<file path="config.mk">
export PLATFORM = sky130hd
export DESIGN_NAME = seg_scan_ctrl
export DESIGN_NICKNAME = d
export VERILOG_FILES = /design/src/rtl/seg_scan_ctrl.sv
export SDC_FILE = /design/constraint.sdc
export NUM_CORES = 1
export LEC_CHECK = 0
export CAP_MARGIN = 15
export CORE_UTILIZATION = 52
export DETAILED_ROUTE_END_ITERATION = 10
export GPL_TIMING_DRIVEN = 1
export MAX_ROUTING_LAYER = met4
export PLACE_DENSITY = 0.82
export SETUP_SLACK_MARGIN = 0.05
export SKIP_CTS_REPAIR_TIMING = 1
export SYNTH_ARGS = -nofsm -noshare
export SYNTH_HDL_FRONTEND = slang
export SYNTH_SLANG_ARGS = --single-unit
</file>
<file path="constraint.sdc">
create_clock -name clk -period 3.25 [get_ports clk]
set_input_delay 0.65 -clock clk [delete_from_list [all_inputs] [get_ports clk]]
set_output_delay 0.65 -clock clk [all_outputs]
set_load 0.02 [all_outputs]
</file>
<file path="src/rtl/seg_scan_ctrl.sv">
// Multiplexed seven-segment scan controller: per-digit hex/blank register file,
// single shared decoder, fixed-length digit slots with a leading blanking gap.
module seg_scan_ctrl #(
   parameter int N_DIGITS     = 4,
   parameter int PRESCALE     = 50000,
   parameter int BLANK_CYCLES = 16
) (
   input  logic                        clk,
   input  logic                        rst_n,
   input  logic                        wr_en,
   input  logic [$clog2(N_DIGITS)-1:0] wr_addr,
   input  logic [3:0]                  wr_data,
   input  logic                        wr_blank,
   output logic [6:0]                  seg,
   output logic [N_DIGITS-1:0]         an,
   output logic                        frame_done
);

   localparam int AW = $clog2(N_DIGITS);
   localparam int CW = $clog2(PRESCALE);
   localparam logic [CW-1:0] CNT_MAX = CW'(PRESCALE - 1);
   localparam logic [CW-1:0] BLANK_C = CW'(BLANK_CYCLES);
   localparam logic [AW-1:0] IDX_MAX = AW'(N_DIGITS - 1);
   localparam logic [N_DIGITS-1:0] ONE = {{(N_DIGITS-1){1'b0}}, 1'b1};

   typedef enum logic {ST_BLANK, ST_ON} st_e;

   st_e                        st_q, st_d;
   logic [CW-1:0]              cnt_q, cnt_d;
   logic [AW-1:0]              idx_q, idx_d;
   logic [N_DIGITS-1:0][3:0]   val_q;
   logic [N_DIGITS-1:0]        blk_q;
   logic [6:0]                 seg_q;
   logic [N_DIGITS-1:0]        an_q;
   logic                       frame_q;
   logic                       slot_end, wrap, wr_ok;

   function automatic logic [6:0] decode(input logic [3:0] v);
      case (v)
         4'h0: decode = 7'h3F;
         4'h1: decode = 7'h06;
         4'h2: decode = 7'h5B;
         4'h3: decode = 7'h4F;
         4'h4: decode = 7'h66;
         4'h5: decode = 7'h6D;
         4'h6: decode = 7'h7D;
         4'h7: decode = 7'h07;
         4'h8: decode = 7'h7F;
         4'h9: decode = 7'h6F;
         4'hA: decode = 7'h77;
         4'hB: decode = 7'h7C;
         4'hC: decode = 7'h39;
         4'hD: decode = 7'h5E;
         4'hE: decode = 7'h79;
         default: decode = 7'h71;
      endcase
   endfunction

   always_comb begin
      slot_end = (cnt_q == CNT_MAX);
      wrap     = slot_end && (idx_q == IDX_MAX);
      cnt_d    = slot_end ? '0 : cnt_q + 1'b1;
      idx_d    = idx_q;
      if (slot_end) idx_d = (idx_q == IDX_MAX) ? '0 : idx_q + 1'b1;
      st_d = st_q;
      case (st_q)
         ST_BLANK: if (cnt_d == BLANK_C) st_d = ST_ON;
         ST_ON:    if (slot_end) st_d = ST_BLANK;
         default:  st_d = ST_BLANK;
      endcase
      wr_ok = wr_en && (32'(wr_addr) < N_DIGITS);
   end

   // Outputs look at next-state position but the already-registered digit
   // data, giving a one-edge write-to-display latency.
   always_ff @(posedge clk) begin
      if (!rst_n) begin
         st_q    <= ST_BLANK;
         cnt_q   <= '0;
         idx_q   <= '0;
         val_q   <= '0;
         blk_q   <= '1;
         seg_q   <= 7'h7F;
         an_q    <= '1;
         frame_q <= 1'b0;
      end else begin
         st_q    <= st_d;
         cnt_q   <= cnt_d;
         idx_q   <= idx_d;
         frame_q <= wrap;
         if (wr_ok) begin
            val_q[wr_addr] <= wr_data;
            blk_q[wr_addr] <= wr_blank;
         end
         if (st_d == ST_ON && !blk_q[idx_d]) begin
            an_q  <= ~(ONE << idx_d);
            seg_q <= ~decode(val_q[idx_d]);
         end else begin
            an_q  <= '1;
            seg_q <= 7'h7F;
         end
      end
   end

   assign seg        = seg_q;
   assign an         = an_q;
   assign frame_done = frame_q;

endmodule
</file>
==> results of run 1 <==
sequential cells by signal (all words and copies together) (netlist names):
| signal | count |
|---|---|
| seg | 7 |
| st_q | 1 |
| frame_done | 1 |
| val_q | 16 |
| cnt_q | 16 |
| blk_q | 4 |
| an | 4 |
| idx_q | 2 |
cells by family after synthesis:
kind of cell,Yosys count,share of synthesized area [%]
AND/OR/NAND/NOR,121,23.1
XOR/XNOR,18,6.11
adder cells (fa/ha/maj),8,3.88
multiplexers,37,16.2
buffers and inverters,18,3.35
flip-flops,51,39.6
AO/OA/AOI/OAI,29,7.76
layer usage:
metal | track usage (%) | vias to the layer above | share of wire, %
met3 | 5.42 | 11 | 5.3
met5 | - | - | 0
met4 | 7.63 | 0 | 1.6
met2 | 37.7 | 76 | 47
met1 | 32.1 | 1065 | 47
li1 | - | 1085 | -
final timing paths:
kind / start / end / slack (ns) / depth (start not counted)
min: cnt_q[0]$_SDFF_PN0_ / cnt_q[0]$_SDFF_PN0_ / 0.47 / 1
max: cnt_q[10]$_SDFF_PN0_ / seg[3]$_SDFF_PN1_ / -0.009 / 10
min reg2reg: cnt_q[0]$_SDFF_PN0_ / cnt_q[0]$_SDFF_PN0_ / 0.47 / 1
max reg2reg: cnt_q[10]$_SDFF_PN0_ / seg[3]$_SDFF_PN1_ / -0.009 / 10
per-stage QoR:
| stage | utilization, % | total power (W) | setup TNS [ns] | hold WS, ns |
|---|---|---|---|---|
| final | 67.3 | 0.00120 | -0.00874 | 0.473 |
| after global routing | 67.3 | 0.00123 | -0.288 | 0.487 |
| after CTS | 65.8 | 0.00119 | -0.0658 | 0.472 |
| after detailed placement | 63.4 | 0.000745 | -0.0298 | 0.459 |
| after global placement | 63.4 | 0.000740 | 0 | 0.430 |
| after floorplan | - | 0.000711 | -0.199 | 0.418 |
worst max-delay path, cell delays in order (launching register included):
cell and delay (ns):
dfxtp_2 0.33, or4b_4 0.55, or4_4 0.61, mux2i_4 0.20, mux4_2 0.66, inv_4 0.13, ha_4 0.21, and2_4 0.13
mux2i_1 0.11, a31oi_1 0.11, o21ai_1 0.14
cell type report:
class	count	area, um^2
multi-input cells	213	1510
clock buffers	5	68.8
repair buffers	51	439
flip-flops and latches	51	1020
inverters	5	23.8
clock inverters	3	46.3
fillers	391	1560
well taps	67	83.8
power by group:
part	leakage, nW	internal [W]	switching [W]	total (W)
combinational	0.815	0.0000439	0.0000470	0.0000909
clock	0.0548	0.000232	0.000230	0.000462
sequential	0.414	0.000636	0.00000887	0.000645
layout by cell type, fill, tap and decap left out, drive strengths merged, types with 3 or more instances in the layout:
cell type,instances
nand3b,3
nand2,24
nor2,40
inv,5
or3,3
dfxtp,51
buf,30
xor2,8
clkdlybuf4s50,21
a21oi,8
o21ai,4
nand3,20
nor4,9
o211ai,7
ha,8
clkbuf,5
nor3,4
mux2i,31
mux2,4
xnor2,10
nand4,3
==> flow_summary.json, run 1 <==
{
  "dr.pass1.iters": 4,
  "rsz0062_at_grt": "true",
  "synth-async-reset-ratio_pct": 0,
  "core-area_um2": 4750,
  "synthTopCellsByArea": "dfxtp_1 (40%), mux2i_1 (12%), nor2_1 (5.8%)",
  "cap_violations": 0,
  "syn_nets": 300,
  "fp-row-count": 25,
  "layout-drive-gt1-share_pct": 18.3,
  "wl_per_cell_um": 15.2,
  "avgSynthCellArea_um2": 9.14,
  "cts_tree": "built",
  "grt_pass1_vias": 2055,
  "synth-seq-cells": 51,
  "clkLatencyLatePin_ns": 0.32,
  "slew_viol_final": 0,
  "antenna_found_initial": 0,
  "crit_required_ns": 3.50,
  "ant_nets": 0,
  "ys_warn_count": 0,
  "first_iter_violations": 290,
  "syn-cell-area_um2": 2580,
  "cp_max_fo": 6,
  "max-vdd-ir-drop_mv": 0.364,
  "vias_per_cell": 5.66,
  "portBuffers": 21,
  "violations": "setup timing",
  "hold_path.class": "reg -> reg",
  "final_nets": 345,
  "yosysSeqAreaShare_pct": 39.6,
  "cts-buffers-inserted": 5,
  "routed_wl_mm": 5.99,
  "period_needed_ns": 3.26,
  "start_util_pct": 54.2,
  "power_density_nw_per_um2": 375,
  "die-area_um2": 5240,
  "vias": 2237,
  "grt_pass1_wl_mm": 9.56,
  "critPathCaptureType": "flop",
  "boundaryPins": 22,
  "tightestPinTransition_ns": 0.572,
  "finalNonFillerCells": 395,
  "ys_top_cells_by_count": "dfxtp_1 (51), nor2_1 (40), mux2i_1 (30)",
  "post_dp_cell_area_um2": 3010,
  "clk_path_buf_depth": 2,
  "root_buffer": "clkbuf_8",
  "fin_area_um2": 3200,
  "finalCritPeriodShare_pct": 100,
  "grtUsageTotal_pct": 24.5,
  "cts_max_level": 2,
  "place_congestion": 0.943,
  "cts_sinks": 51,
  "synth_top_cell_by_area": "dfxtp_1",
  "cp-start-kind": "flop",
  "fp.dieW_um": 72.4,
  "arrival_ns": 3.51,
  "syn-instance-count": 282,
  "synth_top_area_share_pct": 39.6,
  "ys_types": 47,
  "post-synth-top-count-cell": "dfxtp_1",
  "synthFlopType": "dfxtp_1",
  "finalClockSkew_ns": 0.00896,
  "diodes": 0,
  "die_h_um": 72.4,
  "grt_max_degree": 25,
  "placed_cells": 382,
  "crit_type": "reg -> reg",
  "setup_viol": 1,
  "synth_edf_count": 0,
  "relSlewSlack_pct": 61.5,
  "overflow": 0,
  "p_leak_nw": 1.28,
  "dp_hpwl_mm": 4.28,
  "hold_violations": 0,
  "pre_cts_ws_ns": -0.0251,
  "path_clk_slew_ns": 0.09,
  "status": "finished, violations left",
  "syn_to_final_growth_pct": 24.1,
  "drcViolationCount": 0,
  "fin_ws_ns": -0.00874,
  "fmax_mhz": 307
}
(Power assumes the default switching activity.)
==> run 2, diff against run 1 <==
--- a/config.mk
+++ b/config.mk
@@ -6,11 +6,13 @@
 export NUM_CORES = 1
 export LEC_CHECK = 0
 export CAP_MARGIN = 15
-export CORE_UTILIZATION = 52
+export CORE_ASPECT_RATIO = 0.6
+export CORE_UTILIZATION = 54
+export CTS_BUF_LIST = sky130_fd_sc_hd__clkbuf_4
 export DETAILED_ROUTE_END_ITERATION = 10
-export GPL_TIMING_DRIVEN = 1
+export GPL_TIMING_DRIVEN = 0
 export MAX_ROUTING_LAYER = met4
-export PLACE_DENSITY = 0.82
+export PLACE_DENSITY = 0.84
 export SETUP_SLACK_MARGIN = 0.05
 export SKIP_CTS_REPAIR_TIMING = 1
 export SYNTH_ARGS = -nofsm -noshare
==> run 2 against run 1 <==
Net effect:
- the run still ends with setup timing left
- combinational power decreased by 1%
- clock skew increased by 0.0043 ns
- clock power decreased by 19%
- global-route usage increased by 0.20 points
- sequential power about the same
- largest power group unchanged
- register-to-register slack got worse by 0.28 ns
==> flow_summary.json, run 2 (same netlist as run 1, synthesis figures left out) <==
{
  "status": "finished, violations left",
  "violations": "setup timing",
  "diodes": 0,
  "grt_max_degree": 17,
  "tightestPinTransition_ns": 1.18,
  "grtUsageTotal_pct": 24.7,
  "whs_ns": 0.466,
  "fill_cells": 369,
  "critPathCaptureType": "flop",
  "cts_max_level": 2,
  "final_common_cell": "dfxtp_1",
  "max-vdd-ir-drop_mv": 0.224,
  "finalClockSkew_ns": 0.0133,
  "grt_util_met2_pct": 33.7,
  "place_congestion": 0.927,
  "power_density_nw_per_um2": 351,
  "wl_per_cell_um": 16.4,
  "finalCritPeriodShare_pct": 109,
  "period_needed_ns": 3.54,
  "boundaryPins": 22,
  "portBuffers": 20,
  "grtUsageMet1_pct": 37.0,
  "relSlewSlack_pct": 21.2,
  "p_total_w": 0.00111,
  "routed_wl_mm": 6.32,
  "vias_per_cell": 5.99,
  "antenna_found_initial": 0,
  "cts_sinks": 51,
  "grt_pass1_wl_mm": 9.34,
  "clkLatencyLatePin_ns": 0.37,
  "cpMaxStageDelayCell": "or4_4",
  "hold_path.class": "reg -> reg",
  "setup_viol": 7,
  "dp_hpwl_mm": 4.17,
  "fp-row-count": 19,
  "clk_path_buf_depth": 2,
  "cts-buffers-inserted": 5,
  "final_nets": 339,
  "rsz0062_at_grt": "true",
  "grt_pass1_vias": 1895,
  "layout-drive-gt1-share_pct": 17.7,
  "fp.dieW_um": 91.2,
  "core-area_um2": 4590,
  "slew_viol_final": 0,
  "start_util_pct": 56.2,
  "cp_max_fo": 6,
  "p_leak_nw": 1.23,
  "die_h_um": 55.5,
  "grt_busiest_layer": "met1",
  "first_iter_violations": 195,
  "syn_to_final_growth_pct": 22.5,
  "cpPeakStageDelay_ns": 0.55,
  "cap_violations": 0,
  "crit_type": "reg -> reg",
  "drcViolationCount": 0,
  "final_cell_mix": "dfxtp_1 (47), nor2_1 (40), mux2i_1 (27)",
  "arrival_ns": 3.84,
  "path_clk_slew_ns": 0.16,
  "ant_nets": 0,
  "hold_violations": 0,
  "fin_ws_ns": -0.290,
  "crit_required_ns": 3.55,
  "fmax_mhz": 282,
  "cts_tree": "built",
  "crit_chain": "or4b_4 -> or4_4 -> buf_6 -> mux2i_4 -> buf_4 -> buf_6 -> nand2_1 -> a22o_2 -> inv_1 -> ha_2 -> nand2_1 -> o21ai_0 -> a21oi_1 -> o211ai_1",
  "vias": 2307,
  "cp-start-kind": "flop",
  "overflow": 0,
  "use_met3_pct": 4.96,
  "dr.pass1.iters": 5,
  "die-area_um2": 5070,
  "root_buffer": "clkbuf_4"
}
[run 2: cell count changes in the layout (fill, tap and decap cells not counted), sizes merged]
cell           delta
clkinvlp          -1
clkbuf            +4
inv               -1
clkdlybuf4s50     -1
buf               -9
clkinv            +2
[run 2: final timing paths]
kind,endpoint,slack (ns),depth (start not counted),from
worst max register to register,seg[6]$_SDFF_PN1_,-0.29,14,cnt_q[10]$_SDFF_PN0_
worst max-delay path,seg[6]$_SDFF_PN1_,-0.29,14,cnt_q[10]$_SDFF_PN0_
worst min-delay path,cnt_q[0]$_SDFF_PN0_,0.47,1,cnt_q[0]$_SDFF_PN0_
worst min register to register,cnt_q[0]$_SDFF_PN0_,0.47,1,cnt_q[0]$_SDFF_PN0_
[run 2: area by class of cell]
cell class	instances	area (um^2)	area share (%)
clock buffers	5	37.5	1.19
well taps	63	78.8	2.50
clock inverters	3	43.8	1.39
multi-input cells	213	1550	49.2
flip-flops and latches	51	1030	32.6
plain buffers	9	67.6	2.14
inverters	5	21.3	0.673
repair buffers	36	325	10.3
[run 2: power breakdown]
part | internal [W] | leakage, nW | switching (W)
Combinational | 0.0000414 | 0.765 | 0.0000483
Clock | 0.000162 | 0.0452 | 0.000210
Sequential | 0.000635 | 0.416 | 0.0000104
[run 2: stage by stage]
stage,TNS (ns),cells,setup WS [ns],utilization (%),instance area [um^2]
floorplan,-0.199,282,-0.0524,-,2620
global placement,-1.63,365,-0.358,63.1,2890
detailed placement,-2.12,365,-0.445,63.1,2890
CTS,-2.34,373,-0.497,64.8,2980
global route,-1.88,385,-0.395,68.9,3160
finish,-1.24,385,-0.290,68.9,3160
[run 2: layer usage]
| layer | vias to the layer above | share of wire (%) |
|---|---|---|
| met1 | 1086 | 49 |
| met5 | - | 0 |
| met3 | 14 | 8.2 |
| met2 | 117 | 41 |
| li1 | 1090 | - |
| met4 | 0 | 1.5 |
[run 2: critical path: cells and delay by family (launching register included)]
family,cells,cell delay [ns]
AOI/OAI and AO/OA,4,0.83
adders and majority gates,1,0.24
buffers and inverters,4,0.56
DFF,1,0.39
muxes,1,0.22
and+or+nand+nor,4,1.24
==> run 3, diff against run 2 <==
--- a/config.mk
+++ b/config.mk
@@ -7,14 +7,16 @@
 export LEC_CHECK = 0
 export CAP_MARGIN = 15
 export CORE_ASPECT_RATIO = 0.6
-export CORE_UTILIZATION = 54
+export CORE_UTILIZATION = 45
 export CTS_BUF_LIST = sky130_fd_sc_hd__clkbuf_4
+export CTS_CLUSTER_DIAMETER = 200
 export DETAILED_ROUTE_END_ITERATION = 10
 export GPL_TIMING_DRIVEN = 0
 export MAX_ROUTING_LAYER = met4
-export PLACE_DENSITY = 0.84
+export PLACE_DENSITY = 0.73
 export SETUP_SLACK_MARGIN = 0.05
 export SKIP_CTS_REPAIR_TIMING = 1
+export SLEW_MARGIN = 25
 export SYNTH_ARGS = -nofsm -noshare
 export SYNTH_HDL_FRONTEND = slang
 export SYNTH_SLANG_ARGS = --single-unit
==> run 3 against run 2 <==
Net effect:
- the run still ends with setup timing left
- flip-flop and latch count unchanged
- clock-buffer cell count unchanged
- hold slack about the same
- global-route usage down 2.8 points
- critical endpoint is now seg[3]$_SDFF_PN1_
- largest cell class unchanged
- largest power group unchanged
- highest routed layer unchanged
==> flow_summary.json, run 3 (same netlist as run 1, synthesis figures left out) <==
{
  "status": "finished, violations left",
  "violations": "setup timing",
  "period_needed_ns": 3.52,
  "first_iter_violations": 195,
  "fp.dieW_um": 99.7,
  "finalClockSkew_ns": 0.0124,
  "grt_pass1_vias": 1943,
  "routed_wl_mm": 6.00,
  "fmax_mhz": 284,
  "cts-buffers-inserted": 5,
  "path_depth": 11,
  "final_nets": 336,
  "critPathCaptureType": "flop",
  "cap_violations": 0,
  "placed_cells": 379,
  "crit_type": "reg -> reg",
  "slew_viol_final": 0,
  "ff2ff_setup_slack_ns": -0.27,
  "relSlewSlack_pct": 33.4,
  "p_leak_nw": 1.23,
  "cpPeakStageDelay_ns": 0.68,
  "finalCritPeriodShare_pct": 108,
  "clk_path_buf_depth": 2,
  "path_clk_slew_ns": 0.15,
  "core-area_um2": 5280,
  "layout-drive-gt1-share_pct": 16.9,
  "cp_max_fo": 6,
  "rsz0062_at_grt": "true",
  "crit_required_ns": 3.57,
  "start_util_pct": 48.8,
  "grt_max_degree": 16,
  "hold_path.class": "reg -> reg",
  "vias_per_cell": 5.50,
  "cts_tree": "built",
  "cp_top_family": "simple AND/OR/NAND/NOR gates",
  "worst_r2r_path_depth": 11,
  "syn_to_final_growth_pct": 22.1,
  "fin_ws_ns": -0.266,
  "overflow": 0,
  "dp_hpwl_mm": 4.28,
  "diodes": 0,
  "fill_cells": 467,
  "cts_max_level": 2,
  "finalNonFillerCells": 396,
  "startpoint": "cnt_q[10]$_SDFF_PN0_",
  "portBuffers": 20,
  "tightestPinTransition_ns": 0.996,
  "crit_chain": "or4b_4 -> or4_4 -> buf_8 -> mux2i_4 -> mux4_2 -> inv_4 -> ha_4 -> and2_4 -> mux2i_1 -> a31oi_1 -> o21ai_1",
  "postLayoutCoreUtil_pct": 59.6,
  "die-area_um2": 6050,
  "whs_ns": 0.466,
  "drcViolationCount": 0,
  "root_buffer": "clkbuf_4",
  "final_common_cell": "dfxtp_1",
  "clkLatencyLatePin_ns": 0.38,
  "reg2reg_from": "cnt_q[10]$_SDFF_PN0_",
  "grt_pass1_wl_mm": 9.74,
  "vias": 2179,
  "setup_viol": 7,
  "fp-row-count": 20,
  "cts_sinks": 51,
  "die_h_um": 60.6,
  "cpMaxStageDelayCell": "mux4_2",
  "cp-start-kind": "flop",
  "final_cell_mix": "dfxtp_1 (46), nor2_1 (40), mux2i_1 (28)",
  "hold_start": "cnt_q[0]$_SDFF_PN0_",
  "dr.pass1.iters": 4,
  "arrival_ns": 3.84,
  "wl_per_cell_um": 15.2,
  "hold_depth": 1,
  "max-vdd-ir-drop_mv": 0.192,
  "ant_nets": 0,
  "hold_violations": 0,
  "pre_cts_ws_ns": -0.504,
  "p_total_w": 0.00110,
  "place_congestion": 0.909,
  "antenna_found_initial": 0,
  "crit_buf_inv": 2,
  "power_density_nw_per_um2": 348,
  "grtUsageTotal_pct": 21.9,
  "boundaryPins": 22
}
-- run 3: changes by cell type in the layout (fill, tap and decap cells not counted), sizes merged --
cell / previous run / this run
buf: 21 / 18
-- run 3: metrics by stage --
stage / setup TNS [ns] / instance area (um^2)
2_1_floorplan: -0.199 / 2620
3_3_place_gp: -2.02 / 2910
3_5_place_dp: -2.48 / 2910
4_1_cts: -2.65 / 2990
5_1_grt: -1.77 / 3150
6_report: -1.11 / 3150
-- run 3: path summary, 6_finish.rpt --
kind	to
worst max register to register	seg[3]$_SDFF_PN1_
worst max-delay path	seg[3]$_SDFF_PN1_
worst min register to register	cnt_q[0]$_SDFF_PN0_
worst min-delay path	cnt_q[0]$_SDFF_PN0_
-- run 3: final cells by class --
type | count | area (um^2) | share of cell area, %
repair buffers | 33 | 298 | 9.46
flip-flops and latches | 51 | 1030 | 32.9
well taps | 77 | 96.3 | 3.06
clock buffers | 5 | 37.5 | 1.19
inverters | 5 | 21.3 | 0.675
clock inverters | 3 | 38.8 | 1.23
plain buffers | 9 | 71.3 | 2.26
multi-input cells | 213 | 1550 | 49.3
-- run 3: power breakdown --
part / internal [W] / total, W / leakage [nW] / switching (W)
clock network: 0.000159 / 0.000366 / 0.0426 / 0.000207
logic: 0.0000405 / 0.0000871 / 0.769 / 0.0000466
registers: 0.000635 / 0.000645 / 0.417 / 0.0000103
total: 0.000834 / 0.00110 / 1.23 / 0.000264
-- run 3: per-layer routing --
| layer | vias up | GRT usage, % | share of wire, % |
|---|---|---|---|
| met5 | - | - | 0 |
| met4 | 0 | 5.88 | 0.73 |
| met1 | 1009 | 32.9 | 54 |
| met2 | 85 | 28.6 | 39 |
| li1 | 1080 | - | - |
| met3 | 5 | 5.07 | 6.2 |
